## src/rtl/scemi_in_pipe_proxy_f_pkg.sv

```systemverilog
// scemi_in_pipe_proxy_f_pkg: shared state encoding, bind-result layout and host-call identifiers
package scemi_in_pipe_proxy_f_pkg;
  typedef enum logic [1:0] {
    ST_BIND  = 2'd0,
    ST_RUN   = 2'd1,
    ST_FLUSH = 2'd2
  } state_e;
  // Bind result as returned by the host: valid flag in bit 32, proxy index below it.
  typedef struct packed {
    logic        valid;
    logic [31:0] index;
  } bind_res_t;
  // Host calls, one strobe each: $imported_bsvscemi_bind_inpipe, _inpipe_proxy_can_put,
  // _inpipe_proxy_data_put, _inpipe_proxy_flush, _shutdown, and the $finish(0) on a failed bind.
  typedef enum logic [2:0] {
    CALL_BIND,
    CALL_CAN_PUT,
    CALL_DATA_PUT,
    CALL_FLUSH,
    CALL_SHUTDOWN,
    CALL_FINISH
  } call_e;
  localparam int N_CALLS = 6;
endpackage

```

## src/rtl/scemi_in_pipe_proxy_f_if.sv

```systemverilog
// scemi_in_pipe_proxy_f_if: transactor PUT/FLUSH handshake plus the host-call channel
interface scemi_in_pipe_proxy_f_if #(parameter int WIDTH = 8);
  import scemi_in_pipe_proxy_f_pkg::*;
  logic               PUT;
  logic [WIDTH-1:0]   PUT_DATA;
  logic               PUT_RDY;
  logic               FLUSH;
  logic               FLUSH_RDY;
  logic               FLUSH_DONE;
  logic [1:0]         COUNT;
  logic               SHUTDOWN;
  logic               SHUTDOWN_RDY;
  logic [N_CALLS-1:0] calls;
  logic [31:0]        call_index;
  logic [WIDTH-1:0]   call_data;
  bind_res_t          bind_res;
  logic               can_put_res;
  modport master (
    output PUT, PUT_DATA, FLUSH, SHUTDOWN,
    input  PUT_RDY, FLUSH_RDY, FLUSH_DONE, COUNT, SHUTDOWN_RDY
  );
  modport slave (
    input  PUT, PUT_DATA, FLUSH, SHUTDOWN, bind_res, can_put_res,
    output PUT_RDY, FLUSH_RDY, FLUSH_DONE, COUNT, SHUTDOWN_RDY, calls, call_index, call_data
  );
  modport host (
    input  calls, call_index, call_data,
    output bind_res, can_put_res
  );
endinterface

```

## src/rtl/scemi_in_pipe_proxy_f_fifo2.sv

```systemverilog
// scemi_in_pipe_proxy_f_fifo2: two-entry guarded FIFO, head in slot 0
module scemi_in_pipe_proxy_f_fifo2 #(
  parameter int WIDTH = 8
) (
  input  logic             CLK,
  input  logic             RST_N,
  input  logic             ENQ,
  input  logic             DEQ,
  input  logic [WIDTH-1:0] D_IN,
  output logic [WIDTH-1:0] D_OUT,
  output logic             FULL_N,
  output logic             EMPTY_N
);
  logic [WIDTH-1:0] d0_q, d0_d, d1_q, d1_d;
  logic             v0_q, v0_d, v1_q, v1_d;
  logic             enq_ok, deq_ok;

  assign FULL_N  = !v1_q;
  assign EMPTY_N = v0_q;
  assign D_OUT   = d0_q;
  assign enq_ok  = ENQ && !v1_q;
  assign deq_ok  = DEQ && v0_q;

  // Shift on dequeue first, then place the new element in the first free slot.
  always_comb begin
    d0_d = d0_q;
    d1_d = d1_q;
    v0_d = v0_q;
    v1_d = v1_q;
    if (deq_ok) begin
      d0_d = d1_q;
      v0_d = v1_q;
      v1_d = 1'b0;
    end
    if (enq_ok) begin
      if (v0_d) begin
        d1_d = D_IN;
        v1_d = 1'b1;
      end else begin
        d0_d = D_IN;
        v0_d = 1'b1;
      end
    end
  end

  // Storage and occupancy registers; reset discards contents.
  always_ff @(posedge CLK) begin
    if (!RST_N) begin
      d0_q <= '0;
      d1_q <= '0;
      v0_q <= 1'b0;
      v1_q <= 1'b0;
    end else begin
      d0_q <= d0_d;
      d1_q <= d1_d;
      v0_q <= v0_d;
      v1_q <= v1_d;
    end
  end
endmodule

```

## src/rtl/scemi_in_pipe_proxy_f.sv

```systemverilog
// scemi_in_pipe_proxy_f: hardware-to-host SCE-MI input-pipe proxy with flush and shutdown
module scemi_in_pipe_proxy_f
  import scemi_in_pipe_proxy_f_pkg::*;
#(
  parameter string paramFile      = "",
  parameter string transactorName = "",
  parameter string portName       = "",
  parameter int    WIDTH          = 8
) (
  input logic                    CLK,
  input logic                    RST_N,
  scemi_in_pipe_proxy_f_if.slave p
);
  if (WIDTH < 1) begin : g_width_check
    $error("%s.%s (%s): WIDTH must be at least 1", transactorName, portName, paramFile);
  end

  state_e           state_q, state_d;
  logic [31:0]      proxy_index_q, proxy_index_d;
  logic [1:0]       count_q, count_d;
  logic [WIDTH-1:0] head;
  logic             full_n, empty_n;
  logic             put_rdy, enq, deq, poll, flush_acc, bind_call, bind_ok, flush_call;

  scemi_in_pipe_proxy_f_fifo2 #(.WIDTH(WIDTH)) u_fifo (
    .CLK     (CLK),
    .RST_N   (RST_N),
    .ENQ     (enq),
    .DEQ     (deq),
    .D_IN    (p.PUT_DATA),
    .D_OUT   (head),
    .FULL_N  (full_n),
    .EMPTY_N (empty_n)
  );

  // Host calls only happen out of reset; the drain polls in RUN and FLUSH alike.
  assign put_rdy    = state_q == ST_RUN && full_n;
  assign enq        = p.PUT && put_rdy;
  assign flush_acc  = p.FLUSH && state_q == ST_RUN;
  assign bind_call  = RST_N && state_q == ST_BIND;
  assign bind_ok    = bind_call && p.bind_res.valid;
  assign poll       = RST_N && state_q != ST_BIND && empty_n;
  assign deq        = poll && p.can_put_res;
  assign flush_call = RST_N && state_q == ST_FLUSH && !empty_n;

  // Handshake outputs and host-call strobes for this cycle.
  always_comb begin
    p.PUT_RDY                = put_rdy;
    p.FLUSH_RDY              = state_q == ST_RUN;
    p.FLUSH_DONE             = flush_call;
    p.COUNT                  = count_q;
    p.SHUTDOWN_RDY           = 1'b1;
    p.call_index             = proxy_index_q;
    p.call_data              = head;
    p.calls                  = '0;
    p.calls[CALL_BIND]       = bind_call;
    p.calls[CALL_CAN_PUT]    = poll;
    p.calls[CALL_DATA_PUT]   = deq;
    p.calls[CALL_FLUSH]      = flush_call;
    p.calls[CALL_SHUTDOWN]   = RST_N && p.SHUTDOWN;
    p.calls[CALL_FINISH]     = bind_call && !p.bind_res.valid;
  end

  // Next state: bind into RUN, enter FLUSH on request, leave it once the host is notified.
  always_comb begin
    state_d       = bind_ok ? ST_RUN : flush_acc ? ST_FLUSH : flush_call ? ST_RUN : state_q;
    proxy_index_d = bind_ok ? p.bind_res.index : proxy_index_q;
    count_d       = count_q + 2'(enq) - 2'(deq);
  end

  // State, bound proxy index and occupancy count.
  always_ff @(posedge CLK) begin
    if (!RST_N) begin
      state_q       <= ST_BIND;
      proxy_index_q <= '0;
      count_q       <= '0;
    end else begin
      state_q       <= state_d;
      proxy_index_q <= proxy_index_d;
      count_q       <= count_d;
    end
  end
endmodule
```

## src/flat_wrapper.sv

```systemverilog
// flat-port wrapper written by rule: the top's interface ports become plain ports
module scemi_in_pipe_proxy_f_flat import scemi_in_pipe_proxy_f_pkg::*;
#(
  parameter string paramFile      = "",
  parameter string transactorName = "",
  parameter string portName       = "",
  parameter int    WIDTH          = 8
)
  (CLK, RST_N, p_PUT, p_PUT_DATA, p_FLUSH, p_SHUTDOWN, p_bind_res, p_can_put_res, p_PUT_RDY, p_FLUSH_RDY, p_FLUSH_DONE, p_COUNT, p_SHUTDOWN_RDY, p_calls, p_call_index, p_call_data);
  scemi_in_pipe_proxy_f_if #(.WIDTH(WIDTH)) p_i ();
  input logic CLK;
  input logic RST_N;
  input wire logic [$bits(p_i.PUT)-1:0] p_PUT;
  input wire logic [$bits(p_i.PUT_DATA)-1:0] p_PUT_DATA;
  input wire logic [$bits(p_i.FLUSH)-1:0] p_FLUSH;
  input wire logic [$bits(p_i.SHUTDOWN)-1:0] p_SHUTDOWN;
  input wire logic [$bits(p_i.bind_res)-1:0] p_bind_res;
  input wire logic [$bits(p_i.can_put_res)-1:0] p_can_put_res;
  output wire logic [$bits(p_i.PUT_RDY)-1:0] p_PUT_RDY;
  output wire logic [$bits(p_i.FLUSH_RDY)-1:0] p_FLUSH_RDY;
  output wire logic [$bits(p_i.FLUSH_DONE)-1:0] p_FLUSH_DONE;
  output wire logic [$bits(p_i.COUNT)-1:0] p_COUNT;
  output wire logic [$bits(p_i.SHUTDOWN_RDY)-1:0] p_SHUTDOWN_RDY;
  output wire logic [$bits(p_i.calls)-1:0] p_calls;
  output wire logic [$bits(p_i.call_index)-1:0] p_call_index;
  output wire logic [$bits(p_i.call_data)-1:0] p_call_data;
  assign p_i.PUT = p_PUT;
  assign p_i.PUT_DATA = p_PUT_DATA;
  assign p_i.FLUSH = p_FLUSH;
  assign p_i.SHUTDOWN = p_SHUTDOWN;
  assign p_i.bind_res = p_bind_res;
  assign p_i.can_put_res = p_can_put_res;
  assign p_PUT_RDY = p_i.PUT_RDY;
  assign p_FLUSH_RDY = p_i.FLUSH_RDY;
  assign p_FLUSH_DONE = p_i.FLUSH_DONE;
  assign p_COUNT = p_i.COUNT;
  assign p_SHUTDOWN_RDY = p_i.SHUTDOWN_RDY;
  assign p_calls = p_i.calls;
  assign p_call_index = p_i.call_index;
  assign p_call_data = p_i.call_data;
  scemi_in_pipe_proxy_f #(.paramFile(paramFile), .transactorName(transactorName), .portName(portName), .WIDTH(WIDTH)) u_core (.CLK(CLK), .RST_N(RST_N), .p(p_i));
endmodule
```

## config.mk

```make
export PLATFORM = sky130hd
export DESIGN_NAME = scemi_in_pipe_proxy_f_flat
export DESIGN_NICKNAME = d
export VERILOG_FILES = /design/src/rtl/scemi_in_pipe_proxy_f_pkg.sv /design/src/rtl/scemi_in_pipe_proxy_f_if.sv /design/src/rtl/scemi_in_pipe_proxy_f_fifo2.sv /design/src/rtl/scemi_in_pipe_proxy_f.sv /design/src/flat_wrapper.sv
export SDC_FILE = /design/constraint.sdc
export NUM_CORES = 1
export LEC_CHECK = 0
export BUFFER_PORTS_ARGS = -buffer_cell sky130_fd_sc_hd__buf_4
export CAP_MARGIN = 30
export CORE_ASPECT_RATIO = 0.7
export CORE_MARGIN = 4
export CORE_UTILIZATION = 48
export CTS_BUF_LIST = sky130_fd_sc_hd__clkbuf_8
export DETAILED_ROUTE_END_ITERATION = 12
export GPL_ROUTABILITY_DRIVEN = 0
export GPL_TIMING_DRIVEN = 1
export HOLD_SLACK_MARGIN = 0.12
export PLACE_DENSITY = 0.77
export RECOVER_POWER = 100
export SETUP_SLACK_MARGIN = 0.15
export SYNTH_ARGS = -nofsm -noshare
export SYNTH_HDL_FRONTEND = slang
export SYNTH_SLANG_ARGS = --single-unit
```

## constraint.sdc

```tcl
create_clock -name CLK -period 2.64 [get_ports CLK]
set_clock_uncertainty 0.2 [all_clocks]
set_input_delay 0.264 -clock CLK [delete_from_list [all_inputs] [get_ports CLK]]
set_output_delay 0.264 -clock CLK [all_outputs]
set_load 0.01 [all_outputs]
```

# Word level (Yosys, flattened, before mapping)

Cells that the tools add are included.

Add/subtract/negate cells: 2
Bitwise logic cells: 1
Reductions and logical operators: 23
Equality and inequality tests: 2
Mux-type cells: 11

Operator list:

| operator           | count |
|---|---|
| $mux 8             | 3 |
| $logic_and 1x1->1  | 14 |
| $mux 1             | 6 |
| $mux 2             | 2 |
| $reduce_bool 2->1  | 2 |
| $logic_not 1->1    | 3 |
| $reduce_bool 3->1  | 1 |
| $add 2x1->2        | 1 |
| $eq 2x1->1 const B | 1 |
| $eq 2x2->1 const B | 1 |
| $logic_not 2->1    | 1 |
| $reduce_and 2->1   | 1 |
| $reduce_or 2->1    | 1 |
| $sub 2x1->2        | 1 |
| $not 1->1          | 1 |

Logic and storage cells: 47
Input bits: 47
Register bits after elaboration: 54
Output and inout bits: 52

# Longest topological paths before layout

Gate-level depths: netlist (run 1).

Depth after elaboration: 8
Depth in mapped cells: 8

# Modules after synthesis

Synthesis (run 1) repeated with hierarchy kept, for this count alone.

Cell total of the unflattened synthesis: 263
Area total of the unflattened synthesis: 2457.4 um^2

Modules (own cells, without submodules):

| module                      | times used | seq. area each (um^2) | area each (um^2) | cells an instance |
|---|---|---|---|---|
| scemi_in_pipe_proxy_f       | 1          | 720.7                 | 1619.1           | 178 |
| scemi_in_pipe_proxy_f_fifo2 | 1          | 360.3                 | 838.3            | 85 |

# Worst setup path after synthesis (run 1)

OpenSTA, ideal clock, no wires.

Path kind: register to register
From: reg u_core.state_q[1]
To: reg u_core.count_q[1] (netlist: u_core.p.COUNT[1])
Setup time: 0.115 ns
Arrival time: 1.871 ns
Stages on the path, launching flop included: 9
Slack: 0.455 ns
Path buffers: 1
Clock period less this slack: 2.185 ns
Cell sequence: dfxtp_1 -> buf_2 -> o2111ai_2 -> clkinv_1 -> ha_1 -> inv_1 -> ha_1 -> xnor2_1 -> and2_1

Cells in the longest elaborated chain, start to end: 5
Elaborated cells between the ends (all ways): 9

Ends and longest elaborated chain:

| what                            | RTL line                    | RTL |
|---|---|---|
| start: declaration              | scemi_in_pipe_proxy_f.sv:18 | `state_e state_q, state_d;` |
| start signal: assignment        | scemi_in_pipe_proxy_f.sv:78 | `state_q <= state_d;` |
| $reduce_bool 2->1               | scemi_in_pipe_proxy_f.sv:42 | `assign poll = RST_N && state_q != ST_BIND && empty_n;` |
| $logic_and 1x1->1 (2 in series) | scemi_in_pipe_proxy_f.sv:42 |  |
| $logic_and 1x1->1               | scemi_in_pipe_proxy_f.sv:43 | `assign deq = poll && p.can_put_res;` |
| net u_core.deq                  | scemi_in_pipe_proxy_f.sv:23 | `logic put_rdy, enq, deq, poll, flush_acc, bind_call, bind_ok, flush_call;` |
| $sub 2x1->2                     | scemi_in_pipe_proxy_f.sv:68 | `count_d = count_q + 2'(enq) - 2'(deq);` |
| end signal: assignment          | scemi_in_pipe_proxy_f.sv:80 | `count_q <= count_d;` |
| end: declaration                | scemi_in_pipe_proxy_f.sv:20 | `logic [1:0] count_q, count_d;` |

The timed path passes the listed nets, and every way through them passes these cells.
A chain may end at the register's enable or synchronous reset.

# Final worst setup path (run 1)

From: reg u_core.state_q[1]
To: reg u_core.count_q[1] (netlist: u_core.p.COUNT[1])

Cells in the longest elaborated chain, start to end: 5
Elaborated cells between the ends (all ways): 9

Ends and longest elaborated chain:

| what                                             | RTL line |
|---|---|
| $eq 2x1->1 or $reduce_bool 2->1 (tied branches)  | scemi_in_pipe_proxy_f.sv:37, scemi_in_pipe_proxy_f.sv:42 |
| $logic_and 1x1->1 (on tied branches)             | scemi_in_pipe_proxy_f.sv:37, scemi_in_pipe_proxy_f.sv:42 |
| $logic_and 1x1->1 (on tied branches)             | scemi_in_pipe_proxy_f.sv:38, scemi_in_pipe_proxy_f.sv:42 |
| $add 2x1->2 or $logic_and 1x1->1 (tied branches) | scemi_in_pipe_proxy_f.sv:68, scemi_in_pipe_proxy_f.sv:43 |
| $sub 2x1->2 (*)                                  | scemi_in_pipe_proxy_f.sv:68 |

Every way passes the cells marked *; elsewhere a longest branch is shown, timed or not.

==> metrics.txt, run 1 <==
vias in the first global route=2092; largest net degree at the start of global routing=65; Syn Nets=317; ys async rst share=0; Initial Utilization=0.5017; syn_area_per_cell=8.198 um2; I/O pins=99; Synth top cells by count=92 x nand2_1, 54 x dfxtp_1, 34 x o21ai_0, 10 x clkbuf_1, 9 x o21ai_2; Clk pwr share=0.276; Overflow after GRT=0; CTS tree=yes; P per Cell Area=522.8 nW/um2; met3 Usage GRT=0.05083; Crit. End Element=flip-flop; Die Area=5741 um2; Global Route Usage Sum=0.2199; Vias/cell=4.880; pre-CTS setup slack=0.4950 ns; kind of critical path=reg -> reg; Hold Crit Start=p_PUT; drt first-iter violations=114; count leader, synth=nand2_1; period utilization=0.8218; antenna violations before repair=0; R2R depth=7; top-area cell type share of the netlist area=0.4920; root buffer cell=clkbuf_8; wire length per cell=13.33 um; R2R setup slack=0.47 ns; residual DRC count=0; vias=2196; status=complete, no violations; routing usage on met1=0.2717; GR met2 Demand/Resource=0.3574; Combinational Power Share=0.183; die extent in x=88.87 um; Max rail drop VDD=370.4 uV; Worst Hold End=u_core.u_fifo.D_OUT[6]; I/O Buffers=97; Yosys cell types=33; Max H-tree Level=2; first-pass GRT wire length=9.963 mm; Int Pwr=0.001225 W; clk buf depth=2; ant diodes=0; FILL cells=384; leak pwr=1.261 nW; Seq/Total Area, Yosys=0.4920; antenna viol nets, final=0; GRT busiest layer=met2; HP Class=in -> reg; Die Y=64.61 um; minimum clock period=2.170 ns; EDFF count, synth=0; area leader, netlist=dfxtp_1; Clock Pin Slew Worst Setup and Hold Paths=0.09 ns; Net Switching=0.0004357 W; Reg-to-Reg Start=u_core.state_q[1]; Register Area=1081 um2; fmax=0.4609 GHz; worst r2r dst=u_core.p.COUNT[1]; core area=4379 um2; DR pass1 iterations=6; synthesis-to-finish area growth=44.59%; hold_buf cts=42; Post-Synthesis Cells=268; largest cells by area after synthesis=dfxtp_1 49%, nand2_1 16%, o21ai_0 7.7%; Num CTS Buffers=5; unrepaired setup endpoints after global routing=no; post-CTS sizing=0; area of the multi-input gates=925.9 um2; dpl hpwl=3.714 mm; Clock Latency Late Sink=0.29 ns; area of the mapped netlist=2197 um2; Seq cells post-synth=54; ratio of cells with drive above 1 in the final layout=0.1671; Synth Flop Type=dfxtp_1; YS warnings=0; PnR worst setup slack=0.4705 ns; routed wire length=6.000 mm; final net count=443; Switching Share=0.2623; final setup violation count=0; final setup TNS=0 ns; hold depth=4; # clock sinks=54; Hold Vio Cnt, Final=0; Reg power frac=0.541; CP Max Fanout=10; fin. max-slew vios=0; Worst EP required=2.63 ns; Max-Cap Viols=0; Worst slew margin=0.3262; num rows=20; CP startpoint kind=flip-flop; Worst Tran Pin Value=1.011 ns; Critical Path AT=2.16 ns; post-CTS setup buffers=0
## cells by family after synthesis
logic type                 Yosys count  synth area share
AOI/OAI and AO/OA                   66            0.1976
xor gates and xnor gates             2          0.007974
adders and majority gates            2           0.01139
buffers and inverters               29           0.06492
DFF                                 54            0.4920
other                                1          0.001707
and+or+nand+nor                    114            0.2244
## power by group through the flow
stage	Clock, W	Combinational [W]	Sequential [W]
after floorplan	0	0.000118	0.000939
after global placement	0	0.000292	0.000918
after detailed placement	0	0.000296	0.000919
after CTS	0.000470	0.000347	0.000901
after global routing	0.000517	0.000338	0.000906
final	0.000458	0.000304	0.000899
## placed cells by master, fill, tap and decap left out, types with 5 or more instances in the layout
cell type / netlist / final
clkbuf_8: 0 / 6
dlygate4sd3_1: 0 / 42
buf_4: 5 / 50
clkbuf_1: 10 / 48
inv_1: 4 / 5
a31oi_1: 8 / 8
dfxtp_1: 54 / 54
nand3_1: 7 / 8
nand2_1: 92 / 92
o21ai_0: 34 / 41
o31ai_1: 8 / 8
## layout make-up
type | instances | share of cell area
Clock inverter | 2 | 0.002757
Timing Repair Buffer | 142 | 0.3104
Clock buffer | 6 | 0.02599
Tap cell | 55 | 0.02166
Sequential cell | 54 | 0.3403
Multi-Input combinational cell | 185 | 0.2915
Inverter | 6 | 0.007483
## sequential cells by signal, indices dropped and copies added, names as in the netlist
name / count
u_core.u_fifo.EMPTY_N: 1
u_core.u_fifo.d1_q: 8
u_core.p.COUNT: 2
u_core.u_fifo.v1_q: 1
u_core.state_q: 2
u_core.p.call_index: 32
u_core.u_fifo.D_OUT: 8
## critical path, stage by stage, from the launching register on
cell and delay [ns]:
dfxtp_1 0.39, o2111ai_1 0.27, clkinv_1 0.33, ha_1 0.38
inv_1 0.04, ha_1 0.19, xnor2_1 0.12, and2_0 0.15
## worst max-delay path by stage
stage	from	end	slack, ns	cells past startpoint
global placement	u_core.state_q[1]	u_core.p.COUNT[1]	0.56	7
CTS	u_core.state_q[1]	u_core.p.COUNT[1]	0.47	7
global route	RST_N	u_core.p.call_index[31]	0.31	4
detailed placement	u_core.state_q[1]	u_core.p.COUNT[1]	0.49	7
floorplan	u_core.state_q[1]	u_core.p.COUNT[1]	0.45	8
finish	u_core.state_q[1]	u_core.p.COUNT[1]	0.47	7
## layer usage
metal / part of all wire / up-vias
li1: - / 1135
met1: 0.43 / 972
met2: 0.48 / 71
met3: 0.061 / 18
met4: 0.035 / 0
met5: 0 / -
## stage by stage
stage	power, W	instance area, um2	cells	util	hold slack (ns)
2_1_floorplan	0.001057	2197	268	-	0.1726
3_3_place_gp	0.001210	2899	400	0.6620	0.2437
3_5_place_dp	0.001215	2899	400	0.6620	0.2515
4_1_cts	0.001718	3411	450	0.7789	0.1538
5_1_grt	0.001761	3177	450	0.7254	0.2422
6_report	0.001661	3177	450	0.7254	0.2501
No activity file was read; power rests on OpenSTA's default activity.
==> run 2: changes to the inputs <==
==> constraint.sdc (replaced) <==
create_clock -name CLK -period 2 [get_ports CLK]
set_clock_uncertainty 0.2 [all_clocks]
set_input_delay 0.2 -clock CLK [delete_from_list [all_inputs] [get_ports CLK]]
set_output_delay 0.2 -clock CLK [all_outputs]
set_load 0.01 [all_outputs]
==> metrics.txt, run 2 (synthesis results as in run 1) <==
wire length per cell=13.50 um; status=complete, no violations; core area=4379 um2; CP bufs+invs=2; Clock Latency Late Sink=0.29 ns; drt first-iter violations=123; CP Cell Sequence=o2111ai_4 > clkinv_4 > ha_1 > inv_2 > ha_4 > xnor2_1 > and2_1; Clock Pin Slew Worst Setup and Hold Paths=0.09 ns; Vias/cell=4.800; Num CTS Buffers=5; antenna viol nets, final=0; largest net degree at the start of global routing=65; R2R setup slack=0.22 ns; Die Y=64.61 um; cell family with the largest share of critical-path delay=adder cells; final setup violation count=0; pre-CTS setup slack=0.1987 ns; PnR worst setup slack=0.2224 ns; first-pass GRT wire length=9.873 mm; num rows=20; Crit-path slowest cell=dfxtp_2; commonest non-fill, non-tap cell in the layout=nand2_1; Critical Path AT=1.78 ns; Crit. End Element=flip-flop; unrepaired setup endpoints after global routing=yes; Overflow after GRT=0; final net count=449; HP Class=in -> reg; vias=2189; Final Util=0.7560; Max H-tree Level=2; I/O Buffers=97; residual DRC count=0; Worst EP required=2.00 ns; Worst slew margin=0.6310; Die Area=5741 um2; CP Max Fanout=9; CTS tree=yes; ratio of cells with drive above 1 in the final layout=0.1995; ant diodes=0; antenna violations before repair=0; root buffer cell=clkbuf_8; routed wire length=6.158 mm; max reg flops=32; fmax=0.5626 GHz; kind of critical path=reg -> reg; worst stage delay on the critical path=0.39 ns; clk buf depth=2; period utilization=0.8888; CP startpoint kind=flip-flop; fin. max-slew vios=0; P per Cell Area=701.4 nW/um2; I/O pins=99; Global Route Usage Sum=0.2170; final setup TNS=0 ns; leak pwr=1.315 nW; die extent in x=88.87 um; commonest cells after routing, fill and taps aside=92 x nand2_1, 57 x buf_4, 52 x dfxtp_1, 46 x clkbuf_1, 44 x dlygate4sd3_1; Initial Utilization=0.5017; synthesis-to-finish area growth=50.68%; minimum clock period=1.778 ns; Worst Tran Pin Value=0.5534 ns; DR pass1 iterations=4; # clock sinks=54; Hold Vio Cnt, Final=0; Max-Cap Viols=0; dpl hpwl=3.925 mm; Max rail drop VDD=413.6 uV; vias in the first global route=2096
[run 2: area by class of cell]
class	instances	area (um2)
multi-input cells	185	970.9
repair buffers	148	1049
inverters	6	28.78
fillers	361	1069
flip-flops and latches	54	1084
clock inverters	3	41.29
well taps	55	68.82
clock buffers	5	68.82
[run 2: tightest hold or removal path, cell delays in order]
cell and delay [ns]:
buf_4 0.09, nand2_4 0.08, clkinv_2 0.12, o21a_1 0.13
[run 2: metrics by stage]
stage | power (W) | hold slack, ns | cells | instance area, um2
floorplan | 0.001403 | 0.1086 | 268 | 2246
global placement | 0.001614 | 0.1926 | 402 | 2969
detailed placement | 0.001624 | 0.1991 | 402 | 2969
CTS | 0.002395 | 0.1508 | 454 | 3520
global route | 0.002445 | 0.1569 | 456 | 3311
finish | 0.002322 | 0.1590 | 456 | 3311
[run 2: path summary, 6_finish.rpt]
kind | startpoint | end | depth (start not counted)
worst max-delay path | u_core.state_q[1] | u_core.p.COUNT[1] | 7
worst min-delay path | p_PUT | u_core.u_fifo.EMPTY_N | 4
worst min register to register | u_core.p.call_index[23] | u_core.p.call_index[23] | 2
worst max register to register | u_core.state_q[1] | u_core.p.COUNT[1] | 7
[run 2: where the power goes]
| group | switching (W) | leakage, nW | internal (W) |
|---|---|---|---|
| combinational | 0.000215 | 0.817 | 0.000208 |
| clock | 0.000341 | 0.0556 | 0.000369 |
| sequential | 0.0000416 | 0.443 | 0.00115 |
[run 2: routing by layer]
metal  up-vias  track usage  wire length, um
met1       985       0.2632             2587
met3         8      0.04701              327
met4         0      0.05094              101
met2        58       0.3880             3141
met5         -            0                0
li1       1138            -                -
[run 2: repair_timing]
item / in CTS / in global routing
endpoints found under the setup margin: 0 / 13
buffers inserted: 0 / 2
gates resized for setup: 0 / 1
hold endpoints to repair: 51 / 0
hold buffers: 44 / 0
